**src/rtl/gb_irq_ctrl.sv**
```systemverilog
// Game Boy interrupt controller: latches peripheral requests into IF, masks them with IE,
// and resolves the fixed-priority vector when the CPU acknowledges.
module gb_irq_ctrl (
  input  logic       clk_sys,
  input  logic       reset,
  input  logic       ce,
  input  logic [4:0] irq_in,
  input  logic       cpu_sel_if,
  input  logic       cpu_sel_ie,
  input  logic       cpu_wr,
  input  logic [7:0] cpu_di,
  output logic [7:0] cpu_do,
  input  logic       cpu_ack,
  output logic       cpu_irq,
  output logic       cpu_wake,
  output logic [7:0] irq_vector,
  output logic       dbg_state
);

  localparam logic [0:0] ST_IDLE     = 1'b0;
  localparam logic [0:0] ST_DISPATCH = 1'b1;

  // Handshake: cpu_ack is a single-ce pulse, accepted only in IDLE; while in
  // DISPATCH cpu_irq is held low and any further cpu_ack is ignored.

  logic [0:0] state;
  logic [4:0] if_r;
  logic [7:0] ie_r;
  logic [4:0] pend;
  logic [4:0] win_mask;
  logic [7:0] win_vec;
  logic       ack_take;
  logic [4:0] ack_mask;
  logic [4:0] if_base;
  logic [4:0] if_next;

  assign pend = if_r & ie_r[4:0];

  always_comb begin
    win_mask = 5'b00000;
    win_vec  = 8'h00;
    casez (pend)
      5'b????1: begin win_mask = 5'b00001; win_vec = 8'h40; end
      5'b???10: begin win_mask = 5'b00010; win_vec = 8'h48; end
      5'b??100: begin win_mask = 5'b00100; win_vec = 8'h50; end
      5'b?1000: begin win_mask = 5'b01000; win_vec = 8'h58; end
      5'b10000: begin win_mask = 5'b10000; win_vec = 8'h60; end
      default:  begin win_mask = 5'b00000; win_vec = 8'h00; end
    endcase
  end

  assign ack_take = cpu_ack && (state == ST_IDLE);
  assign ack_mask = ack_take ? win_mask : 5'b00000;
  assign if_base  = (cpu_sel_if && cpu_wr) ? cpu_di[4:0] : if_r;
  // New requests are OR'd last so they survive both a CPU clear and an ack.
  assign if_next  = (if_base & ~ack_mask) | irq_in;

  always_ff @(posedge clk_sys) begin
    if (reset) begin
      state      <= ST_IDLE;
      if_r       <= 5'h00;
      ie_r       <= 8'h00;
      irq_vector <= 8'h00;
    end else if (ce) begin
      if_r <= if_next;
      if (cpu_sel_ie && cpu_wr) ie_r <= cpu_di;
      case (state)
        ST_IDLE: begin
          if (cpu_ack) begin
            state      <= ST_DISPATCH;
            irq_vector <= win_vec;
          end
        end
        default: state <= ST_IDLE;
      endcase
    end
  end

  assign cpu_irq   = (state == ST_IDLE) && (pend != 5'h00);
  assign cpu_wake  = (pend != 5'h00);
  assign dbg_state = state[0];

  always_comb begin
    cpu_do = 8'hFF;
    if (cpu_sel_if)      cpu_do = {3'b111, if_r};
    else if (cpu_sel_ie) cpu_do = ie_r;
  end

endmodule
```
**config.mk**
```make
export PLATFORM = sky130hd
export DESIGN_NAME = gb_irq_ctrl
export DESIGN_NICKNAME = d
export VERILOG_FILES = /design/src/rtl/gb_irq_ctrl.sv
export SDC_FILE = /design/constraint.sdc
export NUM_CORES = 1
export LEC_CHECK = 0
export CAP_MARGIN = 40
export CELL_PAD_IN_SITES_DETAIL_PLACEMENT = 1
export CELL_PAD_IN_SITES_GLOBAL_PLACEMENT = 1
export CORE_UTILIZATION = 30
export DETAILED_ROUTE_END_ITERATION = 16
export HOLD_SLACK_MARGIN = 0.06
export PLACE_DENSITY = 0.78
export SLEW_MARGIN = 5
export SYNTH_ARGS = -nofsm -noshare
export SYNTH_HDL_FRONTEND = slang
export SYNTH_SLANG_ARGS = --single-unit
```
**constraint.sdc**
```tcl
create_clock -name clk_sys -period 1.9 [get_ports clk_sys]
set_input_delay 0.57 -clock clk_sys [delete_from_list [all_inputs] [get_ports clk_sys]]
set_output_delay 0.57 -clock clk_sys [all_outputs]
set_load 0.01 [all_outputs]
```
==> flow_metrics.env <==
export IMPL_status="complete, no violations"
export IMPL_ys_ff_latch=18
export IMPL_crit_path_end_kind="primary output"
export IMPL_final_core_util_pct=51.5
export IMPL_fmax_mhz=537
export IMPL_root_buffer="clkbuf_4"
export IMPL_grt_max_degree=10
export IMPL_vias=1129
export IMPL_crit_required_ns=1.33
export IMPL_synth_area_leaders="dfxtp_1 (36%), mux2i_1 (8.0%), a21oi_1 (5.5%)"
export IMPL_grt_total_usage_pct=22.1
export IMPL_syn_avg_cell_area_sq_um=8.44
export IMPL_p_per_area_nw_per_um2=525
export IMPL_drc=0
export IMPL_wire_per_inst_microns=15.5
export IMPL_setup_viol=0
export IMPL_drive_above_1_share_pct=31.6
export IMPL_path_buf_inv=3
export IMPL_dp_worst_setup_slack_ns=-0.646
export IMPL_fill_cells=398
export IMPL_cts_tree="built"
export IMPL_die_h_microns=59.9
export IMPL_clkTransAtPathRegs_ns=0.09
export IMPL_antenna_found_initial=0
export IMPL_final_cell_area_sq_um=1600
export IMPL_drt_initial_drc_count=22
export IMPL_gr_total_overflow=0
export IMPL_clock_latency_ns=0.30
export IMPL_io_buffer_count=34
export IMPL_leakage_nw=0.719
export IMPL_crit_fanout=8
export IMPL_dr_pass1_iters=4
export IMPL_cts_max_path_buffers=2
export IMPL_vias_per_cell=5.11
export IMPL_num_io_pins=39
export IMPL_syn2layout_area_growth_pct=58.9
export IMPL_postPlaceCellArea_sq_um=1550
export IMPL_holdWs_ns=0.456
export IMPL_syn_inst=119
export IMPL_drv_cap=0
export IMPL_critPathKind="input pin to primary output"
export IMPL_grt_pass1_wl_microns=5640
export IMPL_finalMaxSlewViolations=0
export IMPL_synth_lib_cells_used_distinct=38
export IMPL_synth_top_area_cell="dfxtp_1"
export IMPL_fp_row_count=20
export IMPL_hold_class="flop to flop"
export IMPL_wl_microns=3430
export IMPL_ant_nets=0
export IMPL_rsz0062_at_grt="false"
export IMPL_diodes=0
export IMPL_yosys_warnings=0
export IMPL_ir_worst_vdd_mv=0.367
export IMPL_layout_nets=199
export IMPL_period_share_pct=98.0
export IMPL_layout_setup_ws_ns=0.0387
export IMPL_netlist_area_sq_um=1000
export IMPL_cp_arrival_ns=1.29
export IMPL_yosysMostFrequentCell="dfxtp_1"
export IMPL_hold_viol_final=0
export IMPL_die_x_microns=59.9
export IMPL_path_delay_family="buffers and inverters"
export IMPL_synth_common_cells="dfxtp_1 (18), a21oi_1 (11), nor2_1 (11)"
export IMPL_cts_buffers=3
export IMPL_fin_skew_ns=0.0101
export IMPL_period_needed_ns=1.86
export IMPL_start_util_pct=32.4
export IMPL_h_tree_depth=1
export IMPL_async_reset_ff_share_pct=0
export IMPL_ys_seq_area_share_pct=35.9
export IMPL_grt_pass1_vias=1196
export IMPL_slowest_stage="clkdlybuf4s15_1"
export IMPL_crit_chain="clkdlybuf4s15_1 -> buf_6 -> nor3b_2 -> a21oi_1 -> buf_2"
export IMPL_die_area_sq_um=3580
export IMPL_synth_edf_count=0
export IMPL_core_sq_um=3100
export IMPL_synth_top_area_share_pct=35.9
export IMPL_routabilityCongestion=0.839
export IMPL_max_stage_delay_ns=0.20
export IMPL_synth_ff_type="dfxtp_1"
export IMPL_cp_start_kind="input pin"
export IMPL_dp_hpwl_microns=2710
export IMPL_cts_sinks=18
[what timing repair did]
action,CTS,global route
resized for setup,57,3
hold buffers,0,0
buffers inserted,2,0
pin swaps,4,3
endpoints found under the setup margin,11,6
[per-layer routing]
layer  up-vias  global-route usage [%]  part of all wire [%]
met5         -                       0                     0
met4         0                    15.0                   3.4
met3         8                    3.03                   3.2
met2        28                    37.1                    50
met1       549                    25.8                    44
li1        544                       -                     -
[cell usage in the layout, fill, tap and decap left out, types with 2 or more instances in the layout]
master / instances
buf_4: 26
clkdlybuf4s50_1: 22
dfxtp_1: 15
a21oi_1: 11
nor2_1: 10
buf_2: 9
inv_1: 8
nand2_1: 8
mux2i_1: 8
nor3b_2: 5
conb_1: 4
nand2b_1: 3
nand4b_1: 3
a21o_1: 3
clkbuf_4: 3
and3_1: 2
a2111oi_0: 2
nand3b_1: 2
a311oi_1: 2
a221oi_1: 2
dfxtp_2: 2
buf_6: 2
[kinds of logic after synthesis]
group	after synthesis	synth area share, %
muxes	8	7.97
AOI/OAI and AO/OA	30	21.9
buffers and inverters	18	8.34
and+or+nand+nor	44	25.5
other	1	0.373
DFF	18	35.9
[per-stage QoR]
step	setup TNS, ns	instances	power [mW]
final	0	221	0.838
after floorplan	0	122	0.517
after global routing	0	221	0.882
after CTS	0	221	0.845
after global placement	-5.01	216	0.648
after detailed placement	-5.53	216	0.657
[power by group]
group | internal [mW] | switching [mW] | leakage (nW) | total, mW
sequential | 0.394 | 0.0136 | 0.149 | 0.408
clock | 0.0741 | 0.120 | 0.0138 | 0.194
combinational | 0.128 | 0.108 | 0.557 | 0.236
total | 0.596 | 0.242 | 0.719 | 0.838
[worst reg2reg max path, stage by stage (launching register included)]
cell and delay [ns]:
dfxtp_2 0.34, a22o_4 0.27, buf_4 0.15, or4_1 0.51, a21oi_1 0.13
[final cells by class]
cell class	count	area, sq um	area share (%)
Clock buffer	3	22.5	1.41
Inverter	8	30.0	1.88
Multi-Input combinational cell	86	613	38.4
Sequential cell	18	367	23.0
Tap cell	44	55.1	3.45
Timing Repair Buffer	62	509	31.9
[registers in the layout (all words and copies together), names as in the netlist]
signal / count
if_r: 5
ie_r: 8
irq_vector: 4
dbg_state: 1
[final timing paths]
| path | startpoint | endpoint | slack [ns] | cells past startpoint |
|---|---|---|---|---|
| max | cpu_sel_if | cpu_do[0] | 0.04 | 5 |
| min | irq_vector[5]$_SDFFE_PP0P_ | irq_vector[5]$_SDFFE_PP0P_ | 0.46 | 2 |
| max reg2reg | ie_r[0]$_SDFFE_PP0P_ | irq_vector[5]$_SDFFE_PP0P_ | 0.44 | 4 |
| min reg2reg | irq_vector[5]$_SDFFE_PP0P_ | irq_vector[5]$_SDFFE_PP0P_ | 0.46 | 2 |
Note: power is estimated with default switching activity, not from simulation.
